--- src/rtl/bitminer_pkg.sv ---
// Shared definitions for the mining datapath: frame constants, result payload
// layout and the UART transmit state encoding.
package bitminer_pkg;

  localparam logic [7:0]  FRAME_SYNC  = 8'hA5;
  localparam int unsigned FRAME_BYTES = 38;
  localparam int unsigned WORD_W      = 32;
  localparam int unsigned DIGEST_W    = 8 * WORD_W;

  // Captured result; nonce sits on top so it leaves first when shifted out MSB-first.
  typedef struct packed {
    logic [WORD_W-1:0]   nonce;
    logic [DIGEST_W-1:0] digest;
  } result_t;

  typedef enum logic [1:0] {
    IDLE,
    START,
    DATA,
    STOP
  } tx_state_e;

endpackage

--- src/rtl/uart_tx_byte.sv ---
// 8N1 byte transmitter. A load while ready starts a byte; ready is high when
// idle and during the final cycle of a stop bit, so bytes chain with no gap.
module uart_tx_byte
  import bitminer_pkg::*;
#(
  parameter int unsigned CLKS_PER_BIT = 868
) (
  input  logic       clk,
  input  logic       rst_n,
  input  logic       load,
  input  logic [7:0] data,
  output logic       ready,
  output logic       tx
);

  localparam int unsigned      CNT_W    = 16;
  localparam logic [CNT_W-1:0] CNT_LAST = CNT_W'(CLKS_PER_BIT - 1);

  tx_state_e        state, state_n;
  logic [CNT_W-1:0] cnt, cnt_n;
  logic [2:0]       bit_idx, bit_idx_n;
  logic [7:0]       shreg, shreg_n;
  logic             ready_n, tx_n;
  logic             bit_end;

  assign bit_end = (cnt == CNT_LAST);

  always_ff @(posedge clk or negedge rst_n) begin
    if (!rst_n) begin
      state   <= IDLE;
      cnt     <= '0;
      bit_idx <= '0;
      shreg   <= '0;
      ready   <= 1'b1;
      tx      <= 1'b1;
    end else begin
      state   <= state_n;
      cnt     <= cnt_n;
      bit_idx <= bit_idx_n;
      shreg   <= shreg_n;
      ready   <= ready_n;
      tx      <= tx_n;
    end
  end

  // tx follows the current state one cycle late, so every bit on the line
  // spans exactly one state dwell.
  always_comb begin
    state_n   = state;
    cnt_n     = cnt;
    bit_idx_n = bit_idx;
    shreg_n   = shreg;
    tx_n      = 1'b1;

    if (state != IDLE) begin
      cnt_n = bit_end ? '0 : cnt + CNT_W'(1);
    end

    case (state)
      IDLE: begin
        tx_n = 1'b1;
        if (load) begin
          state_n   = START;
          shreg_n   = data;
          cnt_n     = '0;
          bit_idx_n = '0;
        end
      end
      START: begin
        tx_n = 1'b0;
        if (bit_end) state_n = DATA;
      end
      DATA: begin
        tx_n = shreg[bit_idx];
        if (bit_end) begin
          bit_idx_n = bit_idx + 3'd1;
          if (bit_idx == 3'd7) state_n = STOP;
        end
      end
      STOP: begin
        tx_n = 1'b1;
        if (bit_end) begin
          if (load) begin
            state_n = START;
            shreg_n = data;
          end else begin
            state_n = IDLE;
          end
        end
      end
      default: begin
        state_n = IDLE;
        tx_n    = 1'b1;
      end
    endcase

    ready_n = (state_n == IDLE) || ((state_n == STOP) && (cnt_n == CNT_LAST));
  end

endmodule

--- src/rtl/hash_reporter.sv ---
// Captures a finished digest with its nonce and streams it to the host as a
// framed, XOR-checksummed 8N1 byte sequence; strobes seen while busy are counted.
module hash_reporter
  import bitminer_pkg::*;
#(
  parameter int unsigned CLKS_PER_BIT = 868
) (
  input  logic        clk,
  input  logic        rst_n,
  input  logic        digest_valid,
  input  logic [31:0] nonce,
  input  logic [31:0] h1,
  input  logic [31:0] h2,
  input  logic [31:0] h3,
  input  logic [31:0] h4,
  input  logic [31:0] h5,
  input  logic [31:0] h6,
  input  logic [31:0] h7,
  input  logic [31:0] h8,
  output logic        tx_out,
  output logic        busy,
  output logic [7:0]  dropped_count
);

  localparam int unsigned      IDX_W    = 6;
  localparam logic [IDX_W-1:0] LAST_IDX = IDX_W'(FRAME_BYTES - 1);
  localparam logic [IDX_W-1:0] CSUM_PRE = IDX_W'(FRAME_BYTES - 2);

  result_t          shadow;
  logic [7:0]       checksum;
  logic [IDX_W-1:0] byte_idx;
  logic             tx_ready;
  logic             capture_c, advance_c, finish_c, load_c;
  logic [7:0]       byte_c;

  assign capture_c = digest_valid && !busy;
  assign advance_c = busy && tx_ready && (byte_idx != LAST_IDX);
  assign finish_c  = busy && tx_ready && (byte_idx == LAST_IDX);
  assign load_c    = capture_c || advance_c;

  // Next byte for the transmitter: sync on capture, checksum last, else payload.
  always_comb begin
    byte_c = shadow.nonce[31:24];
    if (capture_c) begin
      byte_c = FRAME_SYNC;
    end else if (byte_idx == CSUM_PRE) begin
      byte_c = checksum;
    end
  end

  always_ff @(posedge clk or negedge rst_n) begin
    if (!rst_n) begin
      shadow   <= '0;
      checksum <= '0;
      byte_idx <= '0;
      busy     <= 1'b0;
    end else if (capture_c) begin
      shadow   <= result_t'({nonce, h1, h2, h3, h4, h5, h6, h7, h8});
      checksum <= '0;
      byte_idx <= '0;
      busy     <= 1'b1;
    end else if (advance_c) begin
      byte_idx <= byte_idx + IDX_W'(1);
      if (byte_idx != CSUM_PRE) begin
        checksum <= checksum ^ shadow.nonce[31:24];
        shadow   <= result_t'(shadow << 8);
      end
    end else if (finish_c) begin
      byte_idx <= '0;
      busy     <= 1'b0;
    end
  end

  // Saturating count of strobes that arrive while a frame is in flight.
  always_ff @(posedge clk or negedge rst_n) begin
    if (!rst_n) begin
      dropped_count <= '0;
    end else if (digest_valid && busy && (dropped_count != 8'hFF)) begin
      dropped_count <= dropped_count + 8'd1;
    end
  end

  uart_tx_byte #(
    .CLKS_PER_BIT(CLKS_PER_BIT)
  ) u_tx (
    .clk  (clk),
    .rst_n(rst_n),
    .load (load_c),
    .data (byte_c),
    .ready(tx_ready),
    .tx   (tx_out)
  );

endmodule
--- config.mk ---
export PLATFORM = sky130hd
export DESIGN_NAME = hash_reporter
export DESIGN_NICKNAME = d
export VERILOG_FILES = /design/src/rtl/bitminer_pkg.sv /design/src/rtl/uart_tx_byte.sv /design/src/rtl/hash_reporter.sv
export SDC_FILE = /design/constraint.sdc
export NUM_CORES = 1
export LEC_CHECK = 0
export ABC_AREA = 1
export CAP_MARGIN = 25
export CELL_PAD_IN_SITES_DETAIL_PLACEMENT = 1
export CELL_PAD_IN_SITES_GLOBAL_PLACEMENT = 2
export CORE_MARGIN = 4
export CORE_UTILIZATION = 36
export DETAILED_ROUTE_END_ITERATION = 8
export DONT_BUFFER_PORTS = 1
export MAX_ROUTING_LAYER = met4
export PLACE_DENSITY_LB_ADDON = 0.1
export SLEW_MARGIN = 30
export SYNTH_ARGS = -nofsm -noshare
export SYNTH_HDL_FRONTEND = slang
export SYNTH_HIERARCHICAL = 1
export SYNTH_SLANG_ARGS = --single-unit
--- constraint.sdc ---
create_clock -name clk -period 2.6 [get_ports clk]
set_input_delay 0.39 -clock clk [delete_from_list [all_inputs] [get_ports clk]]
set_output_delay 0.39 -clock clk [all_outputs]
set_load 0.05 [all_outputs]
After elaboration in Yosys (flattened, before gate mapping)
Cells that the tools add are included.

Latch bits: 0. Bits of input ports: 291. Memories: 0. Register bits: 342. Memory bits (read-only): 0. Memory bits (writable): 0. Logic and storage cells: 92.

Div/mod/pow operators: 0. Reductions and logical operators: 24. Bitwise gates (word level): 1. $mul: 0. Equality and inequality tests: 16. Add/sub/neg operators: 4. Order comparisons: 1. Shifts and indexed selects: 0. Muxes and demuxes: 34.

Operators by type and width (number): 2-to-1 mux 288 bit (3); 2-to-1 mux 16 bit (4); 2-to-1 mux 8 bit (7); == test 16 x 10 -> 1 bit (second input constant) (2); 2-to-1 mux 6 bit (3); adder 16 x 1 -> 16 bit (second input constant) (1); one-hot mux 8 bit (2 select lines) (1); == test 6 bit (second input constant) (2); != test 6 bit (second input constant) (2); nonzero test 2 bit (6); 2-to-1 mux 2 bit (5); adder 8 x 1 -> 8 bit (second input constant) (1); != test 8 bit (second input constant) (1); one-hot mux 2 bit (4 select lines) (1); bitwise XOR 8 bit (1); logical AND 1 bit (7); adder 6 x 1 -> 6 bit (second input constant) (1); == test 2 bit (second input constant) (3); 2-to-1 mux 3 bit (2); one-hot mux 3 bit (2 select lines) (1); AND reduction 2 bit (3); 2-to-1 mux 1 bit (5); logical NOT 2 bit (2); < comparator 3 x 4 -> 1 bit (second input constant) (1); other kinds (12) (15).

Logic depth before layout (Yosys ltp)
Depth after elaboration: 9. Depth in mapped cells: 17. Mapped depth without buffers: 14.

Modules after synthesis
The synthesis kept the hierarchy.

Modules (own cells, without submodules): hash_reporter (area each 16593.4 um2, times used 1, cells an instance 2356); uart_tx_byte (area each 2090.8 um2, times used 1, cells an instance 291).

Least setup slack after synthesis
Ideal clock, no wire load.

Path kind: reg2reg. Start point: register busy. End point: register u_tx.ready. Arrival time: 2310 ps. Library setup time: 60 ps. Period minus slack after synthesis: 2370 ps. Slack: 230 ps. Path buffers: 3. Cell stages (with the launch flop): 15. Path through: dfrtp_1 nand2_1 o21bai_4 nand2_1 buf_4 buf_2 buf_2 nor2_4 inv_2 o22ai_1 nor2_1 nand2_1 nor2_1 nand3_1 nand2_1.

RTL lines: start: declaration (line hash_reporter.sv:21) `output logic busy,`; start signal: assignment (line hash_reporter.sv:56) `busy <= 1'b0;`; start signal: assignment (line hash_reporter.sv:61) `busy <= 1'b1;`; start signal: assignment (line hash_reporter.sv:70) `busy <= 1'b0;`; logical NOT 1 bit or logical AND 1 bit (tied branches) (line hash_reporter.sv:36, hash_reporter.sv:37); logical AND 1 bit (on tied branches) (line hash_reporter.sv:36, hash_reporter.sv:37); logical OR 1 bit (*) (line hash_reporter.sv:39) `assign load_c = capture_c || advance_c;`; named net load_c (line hash_reporter.sv:33) `logic capture_c, advance_c, finish_c, load_c;`; 2-to-1 mux 16 bit (*) (line uart_tx_byte.sv:62) `if (load) begin`; 2-to-1 mux 16 bit (*) (line uart_tx_byte.sv:59) `case (state)`; named net u_tx.cnt_n[3] (line uart_tx_byte.sv:20) `logic [CNT_W-1:0] cnt, cnt_n;`; == test 16 x 10 -> 1 bit (*) (line uart_tx_byte.sv:97) `ready_n = (state_n == IDLE) || ((state_n == STOP) && (cnt_n == CNT_LAST));`; logical AND 1 bit (*) (line uart_tx_byte.sv:97); logical OR 1 bit (*) (line uart_tx_byte.sv:97); named net u_tx.ready_n (line uart_tx_byte.sv:23) `logic ready_n, tx_n;`; end signal: assignment (line uart_tx_byte.sv:41) `ready <= ready_n;`; end: declaration (line uart_tx_byte.sv:12) `output logic ready,`.

The timed path passes the listed nets; every way through them passes the cells marked *. A chain may end at the register's enable or synchronous reset.

Final worst setup path
Start point: register byte_idx[1]. End point: register shadow[22] (netlist bit).

Word-level cells in the longest chain between the ends: 4.

Ends and longest elaborated chain: start: declaration (line hash_reporter.sv:31) `logic [IDX_W-1:0] byte_idx;`; start signal: assignment (line hash_reporter.sv:63) `byte_idx <= byte_idx + IDX_W'(1);`; != test 6 bit (line hash_reporter.sv:37) `assign advance_c = busy && tx_ready && (byte_idx != LAST_IDX);`; logical AND 1 bit (line hash_reporter.sv:37); nonzero test 2 bit (no line); AND reduction 2 bit (no line) (*); end signal: assignment (line hash_reporter.sv:58) `shadow <= result_t'({nonce, h1, h2, h3, h4, h5, h6, h7, h8});`; end signal: assignment (line hash_reporter.sv:66) `shadow <= result_t'(shadow << 8);`; end: declaration (line hash_reporter.sv:29) `result_t shadow;`.

Mark *: on every way between the ends. The rest lies on a longest branch, timed or not.

==> flow_metrics.env <==
export IMPL_crit_fanout=72
export IMPL_die_area_sq_mm=0.0556
export IMPL_drc=0
export IMPL_dp_hpwl_mm=37.9
export IMPL_cts_root_buffer="clkbuf_16"
export IMPL_synth_nets=2949
export IMPL_placed_cell_area_sq_mm=0.0190
export IMPL_cp_start_kind="register"
export IMPL_cts_buffers=43
export IMPL_grt_ovfl_total=0
export IMPL_slowest_delay_ns=0.57
export IMPL_ctsLongestPathBuffers=3
export IMPL_cts_tree="built"
export IMPL_io_pin_count=301
export IMPL_tightest_slew_ns=1.26
export IMPL_die_h_microns=236
export IMPL_crit_path_end="shadow[22]$_DFFE_PN0P_"
export IMPL_reg2reg_depth=9
export IMPL_crit_chain="inv_1 -> ha_1 -> nand3_1 -> o21bai_4 -> nand2_4 -> buf_12 -> buf_4 -> nand3_1 -> nand2_1"
export IMPL_antenna_found_initial=11
export IMPL_finalHoldViolCount=342
export IMPL_nets=2839
export IMPL_cts_sinks=342
export IMPL_syn_area_sq_mm=0.0187
export IMPL_ys_ff_latch=342
export IMPL_h_tree_depth=2
export IMPL_start_util=0.364
export IMPL_drive_gt1_frac=0.0525
export IMPL_power_density_mw_per_mm2=666
export IMPL_grt_pass1_vias=17300
export IMPL_syn_area_per_cell_sq_um=7.06
export IMPL_drt_iter0_drc=1144
export IMPL_area_growth_pct=10.1
export IMPL_ir_drop_mv=0.509
export IMPL_timing_rr_start="byte_idx[1]$_DFFE_PN0P_"
export IMPL_synth_cell_types=33
export IMPL_synth_edff_count=0
export IMPL_core_area_sq_mm=0.0513
export IMPL_synth_ff_type="dfrtp_1"
export IMPL_min_period_ns=2.39
export IMPL_setup_violations=0
export IMPL_violations="negative hold slack"
export IMPL_hold_buffers=9
export IMPL_rr_endpoint="shadow[22]$_DFFE_PN0P_"
export IMPL_fin_skew_ns=0.0171
export IMPL_grt_usage=0.216
export IMPL_yosysWarnings=6
export IMPL_grt_pass1_wl_mm=96.7
export IMPL_wire_per_inst_microns=18.3
export IMPL_drtAntennaViolNets=0
export IMPL_outcome="finished, violations left"
export IMPL_setup_ws_ns=0.209
export IMPL_cp_startpoint="byte_idx[1]$_DFFE_PN0P_"
export IMPL_vias=16800
export IMPL_required_ns=3.10
export IMPL_portBuffers=0
export IMPL_avgViaCountPerCell=5.16
export IMPL_place_ws_ns=0.174
export IMPL_slowest_stage="buf_4"
export IMPL_fmax_mhz=418
export IMPL_place_congestion=0.801
export IMPL_hold_ws_ns=-0.456
export IMPL_drv_slew=0
export IMPL_power_total_mw=13.7
export IMPL_die_w_microns=236
export IMPL_wl_mm=59.8
export IMPL_cap_violations=0
export IMPL_dr_pass1_iters=5
export IMPL_p_leak_nw=11.2
export IMPL_crit_type="register to register"
export IMPL_cp_arrival_ns=2.89
export IMPL_relSlewSlack=0.162
export IMPL_finalSetupTns_ns=0
export IMPL_r2r_slack_ns=0.21
export IMPL_grt_start_max_net_pins=343
export IMPL_clkSlewWorstSetupHoldPaths_ns=0.06
export IMPL_hold_class="input port to asynchronous set/reset pin"
export IMPL_clkLatencyLatePin_ns=0.57
export IMPL_path_common_cell="nand3_1"
export IMPL_timing_final_crit_share=0.919
export IMPL_seq_area_frac_synth=0.458
export IMPL_fin_area_sq_mm=0.0206
export IMPL_num_rows=83
export IMPL_synthArstFlopShare=1.00
export IMPL_synthCells=2647
export IMPL_endpoint_kind="register"
## cell usage in the layout, fill, tap and decap left out, types with 4 or more instances in the layout
cell,n
nand3_1,618
buf_12,11
inv_2,6
inv_1,45
clkbuf_8,12
clkinv_2,5
clkbuf_16,44
nand4_1,4
nand2_2,8
ha_1,11
o22ai_1,5
xor2_1,15
buf_4,17
nor2_1,66
xnor2_1,5
nor2_4,5
dlygate4sd3_1,9
diode_2,11
clkbuf_1,14
o21ai_0,26
nand2_1,1267
dfrtp_1,340
a21oi_1,4
mux2_4,8
## synth_stat cells, types with 4 or more instances
cell	n	share of area
buf_1	13	0.0026
nand4_1	4	0.0013
inv_2	7	0.0014
o22ai_1	5	0.0017
buf_2	100	0.027
nand2_2	8	0.0027
inv_1	45	0.0090
xnor2_1	5	0.0023
mux2_4	8	0.0064
o21ai_0	26	0.0070
buf_4	14	0.0056
nor2_4	5	0.0030
ha_1	11	0.0074
a21oi_1	4	0.0011
clkbuf_1	65	0.013
nand2_1	1268	0.25
nor2_1	66	0.013
xor2_1	15	0.0070
nand3_1	618	0.17
dfrtp_1	340	0.46
## routing by layer
layer	track usage	vias up	part of all wire
met3	0.0387	75	0.045
li1	-	8262	-
met4	0.0511	0	0.019
met2	0.332	297	0.47
met5	-	-	0
met1	0.299	8207	0.47
## how the worst min path moves through the flow
stage | startpoint | endpoint | slack, ns | depth (start not counted)
floorplan | rst_n | busy$_DFFE_PN0P_ | 0.09 | 0
global placement | rst_n | u_tx/cnt[15]$_DFF_PN0_ | 0.12 | 0
detailed placement | rst_n | dropped_count[7]$_DFFE_PN0P_ | 0.12 | 0
CTS | rst_n | dropped_count[7]$_DFFE_PN0P_ | -0.49 | 0
global route | rst_n | shadow[0]$_DFFE_PN0P_ | -0.49 | 0
finish | rst_n | dropped_count[7]$_DFFE_PN0P_ | -0.46 | 0
## cell families (layout without fill, tap and decap cells)
logic type                 Yosys count  in the layout  share of synthesized area
AOI/OAI and AO/OA                   41             41                     0.0133
other                                0             11                          0
adders and majority gates           11             11                    0.00737
DFF                                342            342                      0.458
muxes                                8              8                    0.00643
and+or+nand+nor                   1979           1979                      0.446
buffers and inverters              246            170                     0.0597
xor gates and xnor gates            20             20                    0.00938
## final cells by class
class | instances | area (sq um)
diodes | 11 | 27.5
well taps | 680 | 851
repair buffers | 39 | 460
flip-flops and latches | 342 | 8560
fillers | 6454 | 30700
clock inverters | 9 | 110
inverters | 52 | 203
clock buffers | 70 | 1320
multi-input cells | 2059 | 9030
## state kept, by name (all words and copies together) (netlist names)
register / flops
dropped_count: 8
shadow: 288
u_tx/shreg: 8
checksum: 8
u_tx/state: 2
u_tx/bit_idx: 3
u_tx/cnt: 16
busy: 1
u_tx/tx: 1
byte_idx: 6
u_tx/ready: 1
## per-stage QoR
| stage | cells | utilization |
|---|---|---|
| floorplan | 2647 | - |
| global placement | 3163 | 0.371 |
| detailed placement | 3163 | 0.371 |
| CTS | 3251 | 0.400 |
| global route | 3262 | 0.401 |
| finish | 3262 | 0.401 |
## where the power goes
group          total (mW)  switching, mW  internal, mW
Combinational        1.29          0.758         0.533
Clock                6.10           2.43          3.66
Sequential           6.30          0.416          5.89
## what timing repair did
item	4_1_cts	5_1_grt
setup buffers	0	0
gates resized for setup	0	0
endpoints found under the hold margin	351	342
## worst max-delay path, delay by kind of cell, from the launching register on
family | cells | cell delay [ns]
AO/OA/AOI/OAI | 1 | 0.11
flip-flops | 1 | 0.37
AND/OR/NAND/NOR | 4 | 0.64
adder cells (fa/ha/maj) | 1 | 0.20
buffers and inverters | 3 | 0.98
Note: power is estimated with default switching activity, not from simulation.
